`src/rtl/gemm_tile_sequencer_pkg.sv`:
```
// gemm_tile_sequencer_pkg: gemm register map, default tile sizes, dim word layout and FSM states
package gemm_tile_sequencer_pkg;
  localparam logic [31:0] BASE_ADDR = 32'h9000_0000;
  localparam int SUPER_SYS_ROWS = 4;
  localparam int SUPER_SYS_COLS = 4;
  localparam logic [31:0] REG_A = 32'd0;
  localparam logic [31:0] REG_B = 32'd4;
  localparam logic [31:0] REG_C = 32'd8;
  localparam logic [31:0] REG_ASTRIDE = 32'd12;
  localparam logic [31:0] REG_BSTRIDE = 32'd16;
  localparam logic [31:0] REG_CTRL = 32'd20;
  localparam logic [31:0] REG_DIM = 32'd24;
  typedef struct packed {
    logic [4:0] nsize;
    logic [4:0] ksize;
    logic [4:0] msize;
  } dim_t;
  typedef enum logic [3:0] {
    IDLE, CALC, CFG, FULL_REQ, FULL_WAIT, ADVANCE, DONE_REQ, DONE_WAIT, FINISH
  } state_t;
  // DIM goes last: writing it is what launches the tile on the gemm side
  function automatic logic [31:0] cfg_offset(input logic [2:0] idx);
    return idx == 3'd0 ? REG_ASTRIDE :
           idx == 3'd1 ? REG_BSTRIDE :
           idx == 3'd2 ? REG_A :
           idx == 3'd3 ? REG_B :
           idx == 3'd4 ? REG_C :
           idx == 3'd5 ? REG_CTRL : REG_DIM;
  endfunction
endpackage

```
`src/rtl/gemm_tile_sequencer_tile_loop_counter.sv`:
```
// gemm_tile_sequencer_tile_loop_counter: n/m/k tile indices, clipped tile sizes and loop-nest advance
module gemm_tile_sequencer_tile_loop_counter #(
  parameter int DIM_W = 16,
  parameter int BLK_M = 16,
  parameter int BLK_N = 4,
  parameter int BLK_K = 4
) (
  input  logic             clk,
  input  logic             rst,
  input  logic             load,
  input  logic             advance,
  input  logic [DIM_W-1:0] dim_m,
  input  logic [DIM_W-1:0] dim_n,
  input  logic [DIM_W-1:0] dim_k,
  output logic [DIM_W-1:0] m_q,
  output logic [DIM_W-1:0] n_q,
  output logic [DIM_W-1:0] k_q,
  output logic [DIM_W-1:0] msize,
  output logic [DIM_W-1:0] nsize,
  output logic [DIM_W-1:0] ksize,
  output logic             first,
  output logic             last,
  output logic             last_tile
);
  localparam logic [DIM_W:0] BM = (DIM_W+1)'(BLK_M);
  localparam logic [DIM_W:0] BN = (DIM_W+1)'(BLK_N);
  localparam logic [DIM_W:0] BK = (DIM_W+1)'(BLK_K);
  logic [DIM_W-1:0] m_d, n_d, k_d, m_rem, n_rem, k_rem;
  logic [DIM_W:0] m_nx, n_nx, k_nx;
  logic m_ovf, n_ovf, k_ovf;
  // one extra bit on the next-index sums so overflow near 2**DIM_W is still seen
  always_comb begin
    m_rem = dim_m - m_q;
    n_rem = dim_n - n_q;
    k_rem = dim_k - k_q;
    msize = {1'b0, m_rem} < BM ? m_rem : BM[DIM_W-1:0];
    nsize = {1'b0, n_rem} < BN ? n_rem : BN[DIM_W-1:0];
    ksize = {1'b0, k_rem} < BK ? k_rem : BK[DIM_W-1:0];
    m_nx = {1'b0, m_q} + BM;
    n_nx = {1'b0, n_q} + BN;
    k_nx = {1'b0, k_q} + BK;
    m_ovf = m_nx >= {1'b0, dim_m};
    n_ovf = n_nx >= {1'b0, dim_n};
    k_ovf = k_nx >= {1'b0, dim_k};
    first = k_q == '0;
    last = k_ovf;
    last_tile = k_ovf & m_ovf & n_ovf;
    k_d = load ? '0 : advance ? (k_ovf ? '0 : k_nx[DIM_W-1:0]) : k_q;
    m_d = load ? '0 : advance & k_ovf ? (m_ovf ? '0 : m_nx[DIM_W-1:0]) : m_q;
    n_d = load ? '0 : advance & k_ovf & m_ovf ? (n_ovf ? '0 : n_nx[DIM_W-1:0]) : n_q;
  end
  always_ff @(posedge clk or posedge rst) begin
    if (rst) begin
      m_q <= '0;
      n_q <= '0;
      k_q <= '0;
    end else begin
      m_q <= m_d;
      n_q <= n_d;
      k_q <= k_d;
    end
  end
endmodule

```
`src/rtl/gemm_tile_sequencer.sv`:
```
// gemm_tile_sequencer: bus initiator that tiles a whole GEMM command into gemm register writes and polls
module gemm_tile_sequencer #(
  parameter logic [31:0] BASE_ADDR = gemm_tile_sequencer_pkg::BASE_ADDR,
  parameter int BLK_M = 16,
  parameter int BLK_N = gemm_tile_sequencer_pkg::SUPER_SYS_ROWS,
  parameter int BLK_K = gemm_tile_sequencer_pkg::SUPER_SYS_COLS,
  parameter int DIM_W = 16
) (
  input  logic             clk,
  input  logic             rst,
  input  logic             start,
  input  logic [DIM_W-1:0] cmd_m,
  input  logic [DIM_W-1:0] cmd_n,
  input  logic [DIM_W-1:0] cmd_k,
  input  logic [31:0]      cmd_a_addr,
  input  logic [31:0]      cmd_b_addr,
  input  logic [31:0]      cmd_c_addr,
  output logic             busy,
  output logic             done,
  output logic             system_bus_en,
  output logic             system_bus_rdwr,
  output logic [31:0]      system_bus_addr,
  output logic [31:0]      system_bus_wr_data,
  input  logic [31:0]      system_bus_rd_data
);
  import gemm_tile_sequencer_pkg::*;
  state_t state_q, state_d;
  logic [2:0] cfg_q, cfg_d;
  logic [DIM_W-1:0] dm_q, dm_d, dn_q, dn_d, dk_q, dk_d;
  logic [31:0] a_q, a_d, b_q, b_d, c_q, c_d;
  logic [31:0] at_q, at_d, bt_q, bt_d, ct_q, ct_d, addr_q, addr_d, wdata_q, wdata_d;
  logic [1:0] ctrl_q, ctrl_d;
  dim_t dim_q, dim_d;
  logic load, advance, first, last, last_tile;
  logic [DIM_W-1:0] m_idx, n_idx, k_idx, msize, nsize, ksize;
  logic [6:0][31:0] cfg_data;
  logic unused_bits;
  gemm_tile_sequencer_tile_loop_counter #(
    .DIM_W(DIM_W), .BLK_M(BLK_M), .BLK_N(BLK_N), .BLK_K(BLK_K)
  ) u_tile_loop_counter (
    .clk(clk), .rst(rst), .load(load), .advance(advance),
    .dim_m(dm_q), .dim_n(dn_q), .dim_k(dk_q),
    .m_q(m_idx), .n_q(n_idx), .k_q(k_idx),
    .msize(msize), .nsize(nsize), .ksize(ksize),
    .first(first), .last(last), .last_tile(last_tile)
  );
  assign unused_bits = ^{system_bus_rd_data[31:1], msize, nsize, ksize};
  assign cfg_data = {{17'd0, dim_q}, {30'd0, ctrl_q}, ct_q, bt_q, at_q, 32'(dn_q), 32'(dk_q)};
  assign busy = state_q != IDLE && state_q != FINISH;
  assign done = state_q == FINISH;
  assign system_bus_addr = addr_d;
  assign system_bus_wr_data = wdata_d;
  always_comb begin
    state_d = state_q;
    cfg_d = cfg_q;
    dm_d = dm_q;
    dn_d = dn_q;
    dk_d = dk_q;
    a_d = a_q;
    b_d = b_q;
    c_d = c_q;
    addr_d = addr_q;
    wdata_d = wdata_q;
    system_bus_en = 1'b0;
    system_bus_rdwr = 1'b0;
    load = 1'b0;
    advance = 1'b0;
    at_d = state_q == CALC ? a_q + 32'(k_idx) + 32'(m_idx) * 32'(dk_q) : at_q;
    bt_d = state_q == CALC ? b_q + 32'(n_idx) + (32'(k_idx) + 32'(ksize) - 32'd1) * 32'(dn_q) : bt_q;
    ct_d = state_q == CALC ? c_q + 32'(n_idx) + 32'(m_idx) * 32'(dn_q) : ct_q;
    ctrl_d = state_q == CALC ? {first, last} : ctrl_q;
    dim_d = state_q == CALC ? '{nsize: nsize[4:0], ksize: ksize[4:0], msize: msize[4:0]} : dim_q;
    case (state_q)
      IDLE: if (start) begin
        load = 1'b1;
        dm_d = cmd_m;
        dn_d = cmd_n;
        dk_d = cmd_k;
        a_d = cmd_a_addr;
        b_d = cmd_b_addr;
        c_d = cmd_c_addr;
        state_d = (cmd_m == '0 || cmd_n == '0 || cmd_k == '0) ? FINISH : CALC;
      end
      CALC: begin
        cfg_d = '0;
        state_d = CFG;
      end
      CFG: begin
        system_bus_en = 1'b1;
        system_bus_rdwr = 1'b1;
        addr_d = BASE_ADDR + cfg_offset(cfg_q);
        wdata_d = cfg_data[cfg_q];
        cfg_d = cfg_q + 3'd1;
        state_d = cfg_q == 3'd6 ? FULL_REQ : CFG;
      end
      FULL_REQ: begin
        system_bus_en = 1'b1;
        addr_d = BASE_ADDR + REG_A;
        state_d = FULL_WAIT;
      end
      FULL_WAIT: state_d = system_bus_rd_data[0] ? FULL_REQ : ADVANCE;
      ADVANCE: begin
        advance = 1'b1;
        state_d = last_tile ? DONE_REQ : CALC;
      end
      DONE_REQ: begin
        system_bus_en = 1'b1;
        addr_d = BASE_ADDR + REG_DIM;
        state_d = DONE_WAIT;
      end
      DONE_WAIT: state_d = system_bus_rd_data[0] ? FINISH : DONE_REQ;
      default: state_d = IDLE;
    endcase
  end
  always_ff @(posedge clk or posedge rst) begin
    if (rst) begin
      state_q <= IDLE;
      cfg_q <= '0;
      dm_q <= '0;
      dn_q <= '0;
      dk_q <= '0;
      a_q <= '0;
      b_q <= '0;
      c_q <= '0;
      at_q <= '0;
      bt_q <= '0;
      ct_q <= '0;
      ctrl_q <= '0;
      dim_q <= '0;
      addr_q <= '0;
      wdata_q <= '0;
    end else begin
      state_q <= state_d;
      cfg_q <= cfg_d;
      dm_q <= dm_d;
      dn_q <= dn_d;
      dk_q <= dk_d;
      a_q <= a_d;
      b_q <= b_d;
      c_q <= c_d;
      at_q <= at_d;
      bt_q <= bt_d;
      ct_q <= ct_d;
      ctrl_q <= ctrl_d;
      dim_q <= dim_d;
      addr_q <= addr_d;
      wdata_q <= wdata_d;
    end
  end
endmodule

```
`config.mk`:
```
export PLATFORM = sky130hd
export DESIGN_NAME = gemm_tile_sequencer
export DESIGN_NICKNAME = d
export VERILOG_FILES = /design/src/rtl/gemm_tile_sequencer_pkg.sv /design/src/rtl/gemm_tile_sequencer_tile_loop_counter.sv /design/src/rtl/gemm_tile_sequencer.sv
export SDC_FILE = /design/constraint.sdc
export NUM_CORES = 2
export LEC_CHECK = 0
export BUFFER_PORTS_ARGS = -buffer_cell sky130_fd_sc_hd__buf_4
export CORE_MARGIN = 8
export CORE_UTILIZATION = 40
export CTS_CLUSTER_DIAMETER = 200
export DETAILED_ROUTE_END_ITERATION = 12
export GPL_TIMING_DRIVEN = 0
export PLACE_DENSITY = 0.58
export SETUP_SLACK_MARGIN = 0.02
export SLEW_MARGIN = 40
export SYNTH_ARGS = -nofsm -noshare
export SYNTH_HDL_FRONTEND = slang
export SYNTH_SLANG_ARGS = --single-unit
```
`constraint.sdc`:
```
create_clock -name clk -period 35.2 [get_ports clk]
set_clock_uncertainty 0.2 [all_clocks]
set_input_delay 3.52 -clock clk [delete_from_list [all_inputs] [get_ports clk]]
set_output_delay 3.52 -clock clk [all_outputs]
set_load 0.005 [all_outputs]
```
Yosys cells after proc, flatten, opt, wreduce, memory -nomap -nowiden
Cells that the tools add are included.
- $add $sub $neg: 16
- multipliers: 3
- $lt $le $gt $ge: 7
- equality and inequality tests: 16
- mux-type cells: 35
- bitwise operators: 4
- reductions and logical operators: 16
- operators with widths (cell ; count):
    two-way mux 16 bit ; 10
    adder 32 x 16 -> 32 bit ; 3
    adder 32 bit ; 3
    binary-select mux 32 bit (select 3 bit) ; 1
    case mux 32 bit (3 select lines) ; 1
    zero test 16 bit ; 4
    multiplier 16 x 16 -> 32 bit ; 2
    two-way mux 32 bit ; 2
    >= comparator 17 x 16 -> 1 bit ; 3
    subtractor 16 bit ; 3
    two-way mux 5 bit ; 7
    adder 16 x 3 -> 17 bit, second input constant ; 2
    adder 32 x 5 -> 32 bit, first input constant ; 1
    less-than comparator 16 x 3 -> 1 bit, second input constant ; 2
    multiplier 18 x 17 -> 32 bit ; 1
    case mux 4 bit (8 select lines) ; 1
    subtractor 17 x 1 -> 18 bit, second input constant ; 1
    adder 16 x 16 -> 17 bit ; 1
    adder 16 x 5 -> 17 bit, second input constant ; 1
    equality test 4 x 3 -> 1 bit, second input constant ; 4
    less-than comparator 16 x 5 -> 1 bit, second input constant ; 1
    two-way mux 4 bit ; 4
    equality test 3 bit, second input constant ; 3
    equality test 4 x 2 -> 1 bit, second input constant ; 2
    other kinds (20) ; 34
- register bits: 376
- input bits: 179
- output and inout bits: 68
- logic and storage cells: 117

Depth between registers and ports, before layout
- depth in word-level cells: 9
- gate-level depth with buffers: 45
- mapped depth without buffers: 43

Hierarchy
A second synthesis with hierarchy kept.
- cell total of the unflattened synthesis: 5769
- area total of the unflattened synthesis: 51099.0 sq um
- by module, submodules not included (module ; instances ; cells each ; area an instance (sq um) ; sequential area each (sq um)):
    gemm_tile_sequencer ; 1 ; 5031 ; 45356.0 ; 8207.9
    gemm_tile_sequencer_tile_loop_counter ; 1 ; 738 ; 5743.0 ; 1001.0

Worst setup path before layout
Ideal clock, no wire load.
- path kind: reg2reg
- start point: register dk_q[2]
- end point: register bt_q[25]
- library setup time: 0.126 ns
- arrival: 10.103 ns
- data required time: 34.874 ns
- slack: 24.771 ns
- stages on the path, launching flop included: 41
- path buffers: 2
- clock period less this slack: 10.429 ns
- cells stage by stage: dfrtp_1 > clkbuf_1 > inv_1 > ha_1 > nand2b_1 > a21o_1 > a21oi_1 > o21ai_0 > a41oi_1 > mux2_2 > nor2_1 > and4_1 > clkbuf_1 > nand2_1 > ha_1 > fa_1 > a211oi_1 > nor2_1 > (+5 left out) > inv_1 > fa_1 > ha_1 > inv_1 > fa_1 > inv_1 > fa_1 > inv_1 > fa_1 > inv_1 > ha_1 > or3_1 > nor4_1 > o21bai_1 > a21oi_1 > o21bai_1 > a21o_1 > a221o_1
- longest elaborated chain between the ends: 7
- RTL lines (item ; RTL line ; text):
    start, declared ; gemm_tile_sequencer.sv:29 ; logic [DIM_W-1:0] dm_q, dm_d, dn_q, dn_d, dk_q, dk_d;
    start signal, assigned ; gemm_tile_sequencer.sv:137 ; dk_q <= dk_d;
    subtractor 16 bit (*) ; gemm_tile_sequencer_tile_loop_counter.sv:35 ; k_rem = dim_k - k_q;
    less-than comparator 16 x 3 -> 1 bit ; gemm_tile_sequencer_tile_loop_counter.sv:38 ; ksize = {1'b0, k_rem} < BK ? k_rem : BK[DIM_W-1:0];
    two-way mux 16 bit (*) ; gemm_tile_sequencer_tile_loop_counter.sv:38 ;
    adder 16 x 16 -> 17 bit (*) ; gemm_tile_sequencer.sv:69 ; bt_d = state_q == CALC ? b_q + 32'(n_idx) + (32'(k_idx) + 32'(ksize) - 32'd1) * 32'(dn_q) : bt_q;
    subtractor 17 x 1 -> 18 bit (*) ; gemm_tile_sequencer.sv:69 ;
    multiplier 18 x 17 -> 32 bit (*) ; gemm_tile_sequencer.sv:69 ;
    adder 32 bit (*) ; gemm_tile_sequencer.sv:69 ;
    end signal, assigned ; gemm_tile_sequencer.sv:142 ; bt_q <= bt_d;
    end, declared ; gemm_tile_sequencer.sv:31 ; logic [31:0] at_q, at_d, bt_q, bt_d, ct_q, ct_d, addr_q, addr_d, wdata_q, wdata_d;
Mark *: on every way between the ends. The rest lies on a longest branch, timed or not.
A chain may end at the register's enable or synchronous reset.

Worst setup path in the final report
Same ends and word-level chain as after synthesis.

==> summary by stage <==
Route
The detailed router finished its first iteration with between 3000 and 4000 violations. Dividing the detail-routed wire length by the instance count gives about 24 um. The residual DRC count is 0.

Using the TritonRoute via totals, the vias-per-cell ratio works out to about 5.2. Summing over every cut layer, the via total after detailed routing is 38738. The number of optimization iterations in the first detailed-route pass is 6.

In this run the remaining antenna-violating nets after routing total 0. For this block, the routed nets add up to roughly 170 mm of wire.

Worst setup path
Counting stages on the worst path, the most repeated cell is fa_1. The critical path in this run is classified as flop to flop. The endpoint type of the worst setup path is a flop. The most critical setup path has its startpoint at dk_q[2]. The setup slack of the most critical reg-to-reg path is 21650 ps. The number of cells on the worst reg-to-reg path is 42. The endpoint required time on the critical path is around 36000 ps. In this run the worst path has a maximum fanout of 10. The slowest cell on the critical path is nor4_1.

Data on the critical path arrives at its endpoint at 13920 ps. For this run, the slowest stage of the critical path takes ~740 ps. The critical path startpoint category is a flop. The endpoint identified for the worst register-to-register timing path is bt_q[25]. The reg-to-reg critical path startpoint is dk_q[2].

Floorplanning
From left edge to right edge, the die measures between 300 and 400 um. roughly 250 I/O pins were placed. The floorplan step defined a die boundary enclosing around 130000 sq um.

The core region is about 120000 sq um. The initial core utilization is 0.401. The floorplan has 127 rows.

In this run the vertical extent of the chip is between 300 and 400 um.

Min path
The worst hold path begins at addr_q[27]. In this run the worst hold path is classified as flop to flop. Along the worst hold path, the cell count comes to 1. The sink of the worst hold path is addr_q[27].

STA
The final hold violation count is 0. The worst path in the final design needs a cycle of approximately 14000 ps, including I/O delays and setup. Setup repair after global routing left no endpoint under its margin. Setup violations remaining at the end of the flow were counted as 0. Measured against its own limit, the worst slew margin works out to 0.375. The number of max-slew violations in the final report came to 0. At the pin with the least slew margin, the transition time is roughly 940 ps.

Summed over all failing endpoints, the final setup total negative slack is 0 ps. The share of the clock period used by the worst path is 0.385. The fmax is 73.8 MHz. After layout, the worst setup slack is around 22000 ps.

Cells and area
The total number of nets in the final design is between 7000 and 8000. Compared with the post-synthesis result, the final layout area differs by 12.6%. Counting the fill cells in the layout gives between 10000 and 15000. The number of cells in the finished layout apart from fillers is roughly 7400. The total area of sequential cells is 9210 sq um. Of the cells placed in the final design, the portion with a size suffix greater than 1 is 0.0812. The area taken by multi-input logic gates is approximately 34000 sq um.

CTS
The clock tree synthesis step divided the H-tree into 2 levels. The number of gates resized after CTS is 0. Buffers added to address setup during post-CTS repair amount to 0.

Clock-pin slew was measured on the worst setup and hold paths at ~60 ps. Clock tree synthesis found a total of roughly 370 sinks. For the worst-skew pair, the clock arrives at the later sink with an insertion delay of approximately 670 ps. The total CTS buffers is 48. The clock tree from TritonCTS is done. Counting along the longest clock path gives a buffer depth of 3. The number of hold buffers added after cts is 0. The root buffer cell is clkbuf_16.

Placed design
The pre-CTS setup slack is 22040 ps. The sum of net half-perimeters after detailed placement is 145 mm. Routability-driven placement finished with a final weighted congestion of 0.982. The number of port buffers is 215. The number of placed instances, taps included, is about 7300.

Synthesis
The cell count after synthesis is 5365. The number of different library cells used by synthesis comes to slightly below 90. For this run, asynchronously set or reset flops after synthesis account for 1.00. After synthesis the netlist holds a flip-flop and latch count of 368. The warning count from the yosys run is 0. The average size of a mapped cell is approximately 9 sq um. For this run, the register share of the synthesized area comes to 0.192. The most frequently used flop master after synthesis is dfrtp_1. Counting flops with a built-in enable in the synthesized netlist gives 0. The netlist area before placement is roughly 48000 sq um.

GRT
For this run the aggregate overflow at the end of global routing stands at 0. The number of antenna violations at the first check in global routing was 18. The pin count of the biggest net entering global routing is between 70 and 80. The global-route wire length before repair is between 200 and 300 mm. The overall routing resource usage is 0.266. The number of global-route vias before repair was slightly below 40000.

Status
The flow ran to the end, and the final reports show no timing, DRC or antenna violations.

Flow run
The number of max-cap violations is 0.
-- how the worst max path moves through the flow --
stage	to	slack, ps	cells after the start
final	bt_q[25]	21650	42
after global placement	b_q[3]	16070	2
after detailed placement	bt_q[25]	22040	40
after floorplan	a_q[0]	21260	1
after CTS	bt_q[25]	21940	40
after global routing	bt_q[25]	21160	41
-- layout by cell type (no fill, tap or decap), types with 87 or more instances in the layout --
| master | netlist | final |
|---|---|---|
| nand2_1 | 862 | 862 |
| inv_1 | 1135 | 1134 |
| and2_1 | 203 | 203 |
| dfrtp_1 | 368 | 368 |
| o21ai_0 | 264 | 264 |
| fa_1 | 748 | 748 |
| buf_4 | 0 | 217 |
| conb_1 | 2 | 93 |
| ha_1 | 400 | 400 |
| nor2_1 | 262 | 261 |
| clkbuf_1 | 187 | 150 |
| a21oi_1 | 134 | 132 |
| xnor2_1 | 97 | 87 |
-- area by class of cell --
cell class | instances | share of cell area
multi-input cells | 3730 | 0.631
flip-flops and latches | 368 | 0.171
inverters | 1142 | 0.0797
well taps | 1612 | 0.0374
repair buffers | 225 | 0.0337
clock buffers | 69 | 0.0256
plain buffers | 216 | 0.0168
clock inverters | 17 | 0.00490
diodes | 2 | 0.0000928
-- state kept, by name, indices dropped and copies added (netlist names), 3 cells and up --
signal / flops
b_q: 32
at_q: 32
wdata_q: 32
u_tile_loop_counter.n_q: 14
cfg_data: 15
dn_q: 16
c_q: 32
u_tile_loop_counter.k_q: 14
cfg_q: 3
addr_q: 32
ct_q: 32
bt_q: 32
u_tile_loop_counter.m_q: 12
dm_q: 16
dk_q: 16
a_q: 32
state_q: 4
-- Yosys cell counts, drive strengths merged (29+ instances only) --
library cell,count,share of area
a21oi,134,0.014
xor2,46,0.0084
buf,29,0.0025
xnor2,97,0.018
nand2,862,0.068
o21ai,271,0.028
nand2b,34,0.0045
clkbuf,187,0.015
fa,748,0.31
dfrtp,368,0.19
nor2,273,0.022
inv,1135,0.089
a21o,64,0.010
and2,203,0.027
nor3,35,0.0038
nand3,43,0.0045
ha,400,0.10
-- per-stage QoR --
step	utilization	instance area [sq um]	hold slack, ps
finish	0.452	53900	276
global route	0.452	53900	288
CTS	0.451	53900	273
detailed placement	0.438	52200	259
global placement	0.434	51800	251
floorplan	-	48200	234
-- critical path: cells and delay by family (launching register included) --
kind / cells / cell delay, ps
adders and majority gates: 10 / 4270
xor gates and xnor gates: 1 / 330
buffers and inverters: 8 / 2200
muxes: 1 / 410
and+or+nand+nor: 8 / 1990
AOI/OAI and AO/OA: 14 / 3650
DFF: 1 / 380
-- cells by family (layout without fill, tap and decap cells) --
logic type | count (synthesis) | in the layout | synth area share
AOI/OAI and AO/OA | 718 | 718 | 0.0951
xor gates and xnor gates | 143 | 143 | 0.0262
muxes | 42 | 42 | 0.0135
buffers and inverters | 1358 | 1669 | 0.107
DFF | 368 | 368 | 0.192
other | 2 | 95 | 0.000157
and+or+nand+nor | 1586 | 1586 | 0.148
adders and majority gates | 1148 | 1148 | 0.417
-- metal layers --
metal,global-route usage,share of wire
met1,0.359,0.41
met2,0.398,0.43
met3,0.0657,0.10
met4,0.132,0.061
met5,0,0.00013
Power is left out: the tool's default activity adds up to more than one toggle a clock period on the data nets, which glitch-free logic cannot reach.
